[src/rtl/dma_seq_if.sv]
// Signal bundle between the DMA transfer sequencer and its environment
// (layer control, DMA address generator, SDRAM read port).
interface dma_seq_if;
  logic       start;
  logic       dir;
  logic [7:0] base_sdram;
  logic [5:0] base_mem;
  logic [3:0] num_bursts;
  logic       abort;
  logic       sdram_rd_ack;

  logic       sdram_rd_req;
  logic       mem1_we;
  logic       mem2_we;
  logic [7:0] latch_sdram_addr;
  logic [5:0] latch_mem_addr;
  logic       clear_addr;
  logic       init_sdram_addr;
  logic       init_mem1_addr;
  logic       init_mem2_addr;
  logic       add_sdram_addr;
  logic       add_mem1_addr;
  logic       add_mem2_addr;
  logic       busy;
  logic       done;
  logic       timeout_err;

  modport master (
    input  start, dir, base_sdram, base_mem, num_bursts, abort, sdram_rd_ack,
    output sdram_rd_req, mem1_we, mem2_we, latch_sdram_addr, latch_mem_addr,
           clear_addr, init_sdram_addr, init_mem1_addr, init_mem2_addr,
           add_sdram_addr, add_mem1_addr, add_mem2_addr, busy, done, timeout_err
  );

  modport slave (
    output start, dir, base_sdram, base_mem, num_bursts, abort, sdram_rd_ack,
    input  sdram_rd_req, mem1_we, mem2_we, latch_sdram_addr, latch_mem_addr,
           clear_addr, init_sdram_addr, init_mem1_addr, init_mem2_addr,
           add_sdram_addr, add_mem1_addr, add_mem2_addr, busy, done, timeout_err
  );
endinterface

[src/rtl/dma_seq.sv]
// DMA transfer sequencer: moves a run of SDRAM bursts into mem1/mem2 by
// strobing the address generator and handshaking SDRAM read requests.
module dma_seq #(
  parameter int unsigned TIMEOUT = 255
) (
  input logic       clk_h,
  input logic       rst_n,
  dma_seq_if.master bus
);

  typedef enum logic [3:0] {
    StIdle, StClear, StInitSd, StInitMem, StReq, StWrite, StAdvSd, StAdvMem, StDone
  } state_e;

  // Last wait-counter value before a missing ack becomes a timeout.
  localparam logic [7:0] WaitLast = 8'(TIMEOUT - 1);

  state_e     state_q, state_d;
  logic       dir_q, dir_d;
  logic [3:0] rem_q, rem_d;
  logic [7:0] wait_q, wait_d;
  logic       tmo_q, tmo_d;
  logic [7:0] lsd_q, lsd_d;
  logic [5:0] lmem_q, lmem_d;

  always_ff @(posedge clk_h) begin
    if (!rst_n) begin
      state_q <= StIdle;
      dir_q   <= 1'b0;
      rem_q   <= 4'd0;
      wait_q  <= 8'd0;
      tmo_q   <= 1'b0;
      lsd_q   <= 8'd0;
      lmem_q  <= 6'd0;
    end else begin
      state_q <= state_d;
      dir_q   <= dir_d;
      rem_q   <= rem_d;
      wait_q  <= wait_d;
      tmo_q   <= tmo_d;
      lsd_q   <= lsd_d;
      lmem_q  <= lmem_d;
    end
  end

  always_comb begin
    state_d = state_q;
    dir_d   = dir_q;
    rem_d   = rem_q;
    wait_d  = wait_q;
    tmo_d   = tmo_q;
    lsd_d   = lsd_q;
    lmem_d  = lmem_q;
    unique case (state_q)
      StIdle: begin
        if (bus.start) begin
          dir_d   = bus.dir;
          lsd_d   = bus.base_sdram;
          lmem_d  = bus.base_mem;
          rem_d   = bus.num_bursts;
          tmo_d   = 1'b0;
          state_d = StClear;
        end
      end
      StClear:   state_d = StInitSd;
      StInitSd:  state_d = StInitMem;
      StInitMem: begin
        wait_d  = 8'd0;
        state_d = (rem_q == 4'd0) ? StDone : StReq;
      end
      StReq: begin
        if (bus.sdram_rd_ack) begin
          state_d = StWrite;
        end else if (wait_q == WaitLast) begin
          tmo_d   = 1'b1;
          state_d = StIdle;
        end else begin
          wait_d = wait_q + 8'd1;
        end
      end
      StWrite:  state_d = StAdvSd;
      StAdvSd:  state_d = StAdvMem;
      StAdvMem: begin
        rem_d   = rem_q - 4'd1;
        wait_d  = 8'd0;
        state_d = (rem_q == 4'd1) ? StDone : StReq;
      end
      StDone:  state_d = StIdle;
      default: state_d = StIdle;
    endcase
    // Abort overrides everything, including a same-cycle ack or timeout.
    if (bus.abort && (state_q != StIdle)) begin
      state_d = StIdle;
      tmo_d   = tmo_q;
    end
  end

  always_comb begin
    bus.sdram_rd_req    = 1'b0;
    bus.mem1_we         = 1'b0;
    bus.mem2_we         = 1'b0;
    bus.clear_addr      = 1'b0;
    bus.init_sdram_addr = 1'b0;
    bus.init_mem1_addr  = 1'b0;
    bus.init_mem2_addr  = 1'b0;
    bus.add_sdram_addr  = 1'b0;
    bus.add_mem1_addr   = 1'b0;
    bus.add_mem2_addr   = 1'b0;
    bus.done            = 1'b0;
    unique case (state_q)
      StClear:   bus.clear_addr = 1'b1;
      StInitSd:  bus.init_sdram_addr = 1'b1;
      StInitMem: begin
        bus.init_mem1_addr = ~dir_q;
        bus.init_mem2_addr = dir_q;
      end
      StReq:     bus.sdram_rd_req = 1'b1;
      StWrite: begin
        bus.mem1_we = ~dir_q;
        bus.mem2_we = dir_q;
      end
      StAdvSd:   bus.add_sdram_addr = 1'b1;
      StAdvMem: begin
        bus.add_mem1_addr = ~dir_q;
        bus.add_mem2_addr = dir_q;
      end
      StDone:    bus.done = 1'b1;
      default:   ;
    endcase
  end

  assign bus.busy             = (state_q != StIdle);
  assign bus.timeout_err      = tmo_q;
  assign bus.latch_sdram_addr = lsd_q;
  assign bus.latch_mem_addr   = lmem_q;

endmodule

[src/flat_wrapper.sv]
// flat-port wrapper written by rule: the top's interface ports become plain ports
module dma_seq_flat 
#(
  parameter int unsigned TIMEOUT = 255
)
  (clk_h, rst_n, bus_start, bus_dir, bus_base_sdram, bus_base_mem, bus_num_bursts, bus_abort, bus_sdram_rd_ack, bus_sdram_rd_req, bus_mem1_we, bus_mem2_we, bus_latch_sdram_addr, bus_latch_mem_addr, bus_clear_addr, bus_init_sdram_addr, bus_init_mem1_addr, bus_init_mem2_addr, bus_add_sdram_addr, bus_add_mem1_addr, bus_add_mem2_addr, bus_busy, bus_done, bus_timeout_err);
  dma_seq_if bus_i ();
  input logic clk_h;
  input logic rst_n;
  input wire logic [$bits(bus_i.start)-1:0] bus_start;
  input wire logic [$bits(bus_i.dir)-1:0] bus_dir;
  input wire logic [$bits(bus_i.base_sdram)-1:0] bus_base_sdram;
  input wire logic [$bits(bus_i.base_mem)-1:0] bus_base_mem;
  input wire logic [$bits(bus_i.num_bursts)-1:0] bus_num_bursts;
  input wire logic [$bits(bus_i.abort)-1:0] bus_abort;
  input wire logic [$bits(bus_i.sdram_rd_ack)-1:0] bus_sdram_rd_ack;
  output wire logic [$bits(bus_i.sdram_rd_req)-1:0] bus_sdram_rd_req;
  output wire logic [$bits(bus_i.mem1_we)-1:0] bus_mem1_we;
  output wire logic [$bits(bus_i.mem2_we)-1:0] bus_mem2_we;
  output wire logic [$bits(bus_i.latch_sdram_addr)-1:0] bus_latch_sdram_addr;
  output wire logic [$bits(bus_i.latch_mem_addr)-1:0] bus_latch_mem_addr;
  output wire logic [$bits(bus_i.clear_addr)-1:0] bus_clear_addr;
  output wire logic [$bits(bus_i.init_sdram_addr)-1:0] bus_init_sdram_addr;
  output wire logic [$bits(bus_i.init_mem1_addr)-1:0] bus_init_mem1_addr;
  output wire logic [$bits(bus_i.init_mem2_addr)-1:0] bus_init_mem2_addr;
  output wire logic [$bits(bus_i.add_sdram_addr)-1:0] bus_add_sdram_addr;
  output wire logic [$bits(bus_i.add_mem1_addr)-1:0] bus_add_mem1_addr;
  output wire logic [$bits(bus_i.add_mem2_addr)-1:0] bus_add_mem2_addr;
  output wire logic [$bits(bus_i.busy)-1:0] bus_busy;
  output wire logic [$bits(bus_i.done)-1:0] bus_done;
  output wire logic [$bits(bus_i.timeout_err)-1:0] bus_timeout_err;
  assign bus_i.start = bus_start;
  assign bus_i.dir = bus_dir;
  assign bus_i.base_sdram = bus_base_sdram;
  assign bus_i.base_mem = bus_base_mem;
  assign bus_i.num_bursts = bus_num_bursts;
  assign bus_i.abort = bus_abort;
  assign bus_i.sdram_rd_ack = bus_sdram_rd_ack;
  assign bus_sdram_rd_req = bus_i.sdram_rd_req;
  assign bus_mem1_we = bus_i.mem1_we;
  assign bus_mem2_we = bus_i.mem2_we;
  assign bus_latch_sdram_addr = bus_i.latch_sdram_addr;
  assign bus_latch_mem_addr = bus_i.latch_mem_addr;
  assign bus_clear_addr = bus_i.clear_addr;
  assign bus_init_sdram_addr = bus_i.init_sdram_addr;
  assign bus_init_mem1_addr = bus_i.init_mem1_addr;
  assign bus_init_mem2_addr = bus_i.init_mem2_addr;
  assign bus_add_sdram_addr = bus_i.add_sdram_addr;
  assign bus_add_mem1_addr = bus_i.add_mem1_addr;
  assign bus_add_mem2_addr = bus_i.add_mem2_addr;
  assign bus_busy = bus_i.busy;
  assign bus_done = bus_i.done;
  assign bus_timeout_err = bus_i.timeout_err;
  dma_seq #(.TIMEOUT(TIMEOUT)) u_core (.clk_h(clk_h), .rst_n(rst_n), .bus(bus_i));
endmodule
[config.mk]
export PLATFORM = sky130hd
export DESIGN_NAME = dma_seq_flat
export DESIGN_NICKNAME = d
export VERILOG_FILES = /design/src/rtl/dma_seq_if.sv /design/src/rtl/dma_seq.sv /design/src/flat_wrapper.sv
export SDC_FILE = /design/constraint.sdc
export NUM_CORES = 1
export LEC_CHECK = 0
export CAP_MARGIN = 20
export CORE_MARGIN = 2
export CORE_UTILIZATION = 30
export CTS_CLUSTER_SIZE = 40
export DETAILED_ROUTE_END_ITERATION = 6
export GPL_TIMING_DRIVEN = 0
export PLACE_DENSITY = 0.66
export REMOVE_ABC_BUFFERS = 1
export SETUP_SLACK_MARGIN = 0.02
export SYNTH_ARGS = -nofsm -noshare
export SYNTH_HDL_FRONTEND = slang
export SYNTH_SLANG_ARGS = --single-unit
[constraint.sdc]
create_clock -name clk_h -period 1.8 [get_ports clk_h]
set_input_delay 0.18 -clock clk_h [delete_from_list [all_inputs] [get_ports clk_h]]
set_output_delay 0.18 -clock clk_h [all_outputs]
set_load 0.02 [all_outputs]
* Yosys cells after proc, flatten, opt, wreduce, memory -nomap -nowiden *
Index checks and enable logic that the tools add are counted.

word-level totals
  bits in registers = 32
  input port bits = 24
  output and inout bits = 27
  logic and storage cells = 67

operators by class
  add/subtract/negate cells = 2
  equal/unequal tests = 15
  mux-type cells = 26
  bitwise operators = 3
  reductions and logical operators = 14

operators by type and width
  cell                 number
  $pmux 4 s8           1
  $mux 4               6
  $eq 4x3->1 const B   4
  $mux 8               2
  $pmux 8 s2           1
  $mux 1               14
  $add 8x1->8 const B  1
  $eq 4x1->1 const B   2
  $eq 4x2->1 const B   2
  $eq 8x8->1 const B   1
  $logic_not 4->1      2
  $pmux 4 s2           1
  $ne 2x2->1 const B   3
  $reduce_and 2->1     3
  $reduce_bool 2->1    3
  $reduce_and 5->1     1
  $eq 4x4->1 const B   1
  $reduce_bool 4->1    1
  $reduce_or 2->1      2
  $sub 4x1->4 const B  1
  $ne 3x2->1 const B   1
  $not 1->1            3
  $reduce_and 3->1     1
  $ne 2x1->1 const B   1
  2 further kinds      2

* Longest topological paths before layout *
  depth after elaboration = 4
  gate-level depth with buffers = 6
  mapped depth without buffers = 6

* Worst setup path before layout *
No wires, ideal clock.

  path type = register -> register
  start point = register u_core.wait_q[0]
  end point = register u_core.state_q[0]
  setup time = 0.079 ns
  arrival time = 1.626 ns
  required time = 1.721 ns
  slack = 0.095 ns
  cell stages (with the launch flop) = 7
  buffers on the path = 0
  clock period less this slack = 1.705 ns
  cells stage by stage = dfxtp_1 -> inv_1 -> ha_1 -> and3_1 -> a211oi_4 -> or4_1 -> a211oi_2

between the ends
  cells in the longest elaborated chain, start to end = 3

ends and longest elaborated chain
  what                               line           source
  start, declared                    dma_seq.sv:21  logic [7:0] wait_q, wait_d;
  start signal, assigned             dma_seq.sv:39  wait_q <= wait_d;
  $eq 8x8->1                         dma_seq.sv:74  end else if (wait_q == WaitLast) begin
  $ne 3x2->1 (no source line)        -
  $reduce_and 2->1 (no source line)  -
  end signal, assigned               dma_seq.sv:28  state_q <= StIdle;
  end signal, assigned               dma_seq.sv:36  state_q <= state_d;
  end, declared                      dma_seq.sv:18  state_e state_q, state_d;

Every way passes these cells.
A chain may end at the register's enable or synchronous reset.

* Worst setup path after layout *
  start point = register u_core.state_q[1]
  end point = register u_core.state_q[0]

between the ends
  cells in the longest elaborated chain, start to end = 3
  elaborated cells on any way between the ends = 15
  those cells by class = eq/ne (9); mux (1); reduce/logical (5)

ends and longest elaborated chain
  what                                                                         line           source
  $eq 4x3->1 (tied with other cells)                                           dma_seq.sv:54  unique case (state_q)
  $ne 3x2->1 (no source line) (tied with other cells)                          -
  $reduce_and 2->1 (no source line) / $reduce_or 2->1 (equally long branches)  -

Several ways; a longest one is shown, not always the timed one.

==> flow_summary.ini <==
[outcome]
status = finished clean

[worst_setup_path]
start_kind = flip-flop
end_kind = flip-flop
crit_start = u_core.state_q[1]
worstPathCellList = buf_4 > o41ai_4 > nand2_1 > or4_4 > a211oi_2
path_delay_family = simple AND/OR/NAND/NOR gates
cp.required_ns = 2.00
critPathKind = reg2reg
critPathMaxFanout = 7
arrival_ns = 1.95
cpMaxStageDelayCell = or4_4
r2r_start = u_core.state_q[1]
critical-path-max-stage-delay_ns = 0.46
cp_num_buf_inv = 1

[placement]
dpl_cell_area_um2 = 2123
dp_hpwl_um = 2688
gp_congestion = 0.7515
dp_cells = 303
dp_slack_ns = -0.4491
io_buffers = 50

[global_routing]
grt_pass1_wl_um = 7058
grt_usage_pct = 14.99
grt_pass1_vias = 1541
grt_antenna_before_repair = 0
overflow = 0
grt_start_max_net_pins = 21

[job]
max-cap-violations = 0

[power_and_ir_drop]
sequentialPowerShare_pct = 44.5
p_clk_share_pct = 32.1
p_int_mw = 1.252
p_leak_nw = 0.9248
p_switching_mw = 0.5179
swShare_pct = 29.26
vdd_drop_max_uv = 525.1
powerDensity_nw_per_um2 = 743.7
combPwrFrac_pct = 23.4

[layout]
finalNetCount = 281
area_growth_syn_to_layout_pct = 51.07
design_area_um2 = 2380
fill_cells = 510
drive_gt1_share_pct = 16.60
finalNonFillerCells = 323
diodes = 0

[synthesis]
synth_most_common_cell = nand2_1
synth_area_um2 = 1575
synth_top_area_share_pct = 40.67
ys_seq_area_share_pct = 40.67
synthCells = 193
yosysWarningCount = 0
synth.top_cells.by_area = dfxtp_1, nand2_1, a21oi_1
async_reset_ff_share_pct = 0
ys_ff_latch = 32
avgSynthCellArea_um2 = 8.162
synth_top_cell_by_area = dfxtp_1
synth_common_cells = nand2_1, dfxtp_1, a21oi_1
synth.distinct_cells = 44
synth_edf_count = 0
synthFlopType = dfxtp_1

[sta]
clock_skew_ns = 0.004894
post-route-period-util_pct = 97.05
timing.fmax_mhz = 572.4
setup_violations = 0
slew_headroom_pct = 63.16
setup_ws_ns = 0.05304
rsz0062_at_grt = true
layout_min_cycle_time_ns = 1.747
final-max-slew-violation-count = 0
hold_viol = 0
worstMarginPinSlew_ns = 0.5493

[floorplan]
row_count = 26
ios = 51
die-area_um2 = 5846
core_um2 = 5075
die_x_um = 76.46
die_h_um = 76.46
start_util_pct = 31.04

[routing]
detail-route-antenna-nets = 0
drt-wirelength-per-cell_um = 12.59
drtIter0Drc = 90
routed_wl_um = 4068
dr_total_vias = 1566
via_per_inst = 4.848
drc = 0
drtPass1Iterations = 5

[clock_network]
holdBufCountCts = 0
htreeDepth = 2
tritoncts = done
numCtsBuffers = 5
cts_sinks = 32
ctsRootBufferMaster = clkbuf_8
worstSkewPairLatency_ns = 0.28
clk_pin_slew_ns = 0.07
clock_path_buffers = 2

[min_path]
hold_path_class = in2reg
min-delay-start = bus_base_mem[5]
-- power groups by stage --
stage          Clock (mW)  Combinational [mW]  Sequential, mW
2_1_floorplan           0               0.159           0.837
3_3_place_gp            0               0.362           0.810
3_5_place_dp            0               0.364           0.811
4_1_cts             0.588               0.409           0.788
5_1_grt             0.622               0.457           0.794
6_report            0.569               0.415           0.787
-- timing repair --
action / in CTS / in global routing
pin swaps: 3 / 4
endpoints found under the setup margin: 43 / 9
buffers inserted: 11 / 1
resized for setup: 37 / 7
-- final cells by class --
type	count	area [µm²]	share of cell area, %
multi-input combinational	143	928.4	39.01
sequential	32	658.1	27.66
timing repair buffer	62	583.1	24.50
tap	70	87.58	3.680
clock buffer	6	82.58	3.470
inverter	8	30.03	1.262
clock inverter	2	10.01	0.4206
-- path summary, 6_finish.rpt --
check                           cells past startpoint                            to  slack, ns
worst max-delay path                                5             u_core.state_q[0]       0.05
worst min-delay path                                3  u_core.bus.latch_mem_addr[5]       0.44
worst max register to register                      5             u_core.state_q[0]       0.05
worst min register to register                      2  u_core.bus.latch_mem_addr[5]       0.45
-- tightest hold or removal path, cell delays in order --
cell	delay, ns
clkdlybuf4s50_1	0.39
nand2_1	0.05
a21oi_1	0.05
-- per-stage QoR --
step	util (%)	total power [mW]	setup TNS [ns]	hold WS, ns
floorplan	-	0.9954	-0.2942	0.2962
global placement	41.84	1.172	-7.330	0.4408
detailed placement	41.84	1.175	-7.876	0.4483
CTS	46.45	1.784	0	0.4262
global route	46.89	1.873	-0.06163	0.4418
finish	46.89	1.770	0	0.4364
-- sequential cells by signal (all words and copies together), names as in the netlist --
register                     cells
u_core.state_q                   4
u_core.wait_q                    8
u_core.bus.timeout_err           1
u_core.bus.latch_mem_addr        6
u_core.bus.latch_sdram_addr      8
u_core.rem_q                     4
u_core.dir_q                     1
-- placed cells by master, fill, tap and decap left out, drive strengths merged, types with 3 or more instances in the layout --
cell / netlist / routed
nor3: 8 / 8
clkbuf: 7 / 6
ha: 5 / 5
nand4: 3 / 3
nand3: 6 / 6
nor4: 5 / 5
clkdlybuf4s50: 0 / 38
nand2b: 3 / 3
nor2: 10 / 10
dfxtp: 32 / 32
dlygate4sd2: 0 / 8
inv: 7 / 7
nand2: 41 / 41
buf: 3 / 13
a31oi: 3 / 3
clkinv: 1 / 3
a211oi: 6 / 6
a21oi: 22 / 22
mux2i: 3 / 3
-- kinds of logic after synthesis --
family / count (synthesis) / share of synthesized area (%)
mux: 3 / 1.906
fa+ha+maj: 5 / 3.971
buf+inv: 18 / 4.448
simple gates: 90 / 28.52
flops: 32 / 40.67
compound gates: 41 / 18.27
xor+xnor: 4 / 2.224
-- layer usage --
layer / global-route usage, % / vias to the layer above / wire [µm]
met1: 18.18 / 709 / 1767
met2: 24.16 / 50 / 1928
li1: - / 800 / -
met4: 4.909 / 0 / 59
met3: 6.043 / 7 / 312
met5: 0 / - / 0
No activity file was read; power rests on OpenSTA's default activity.
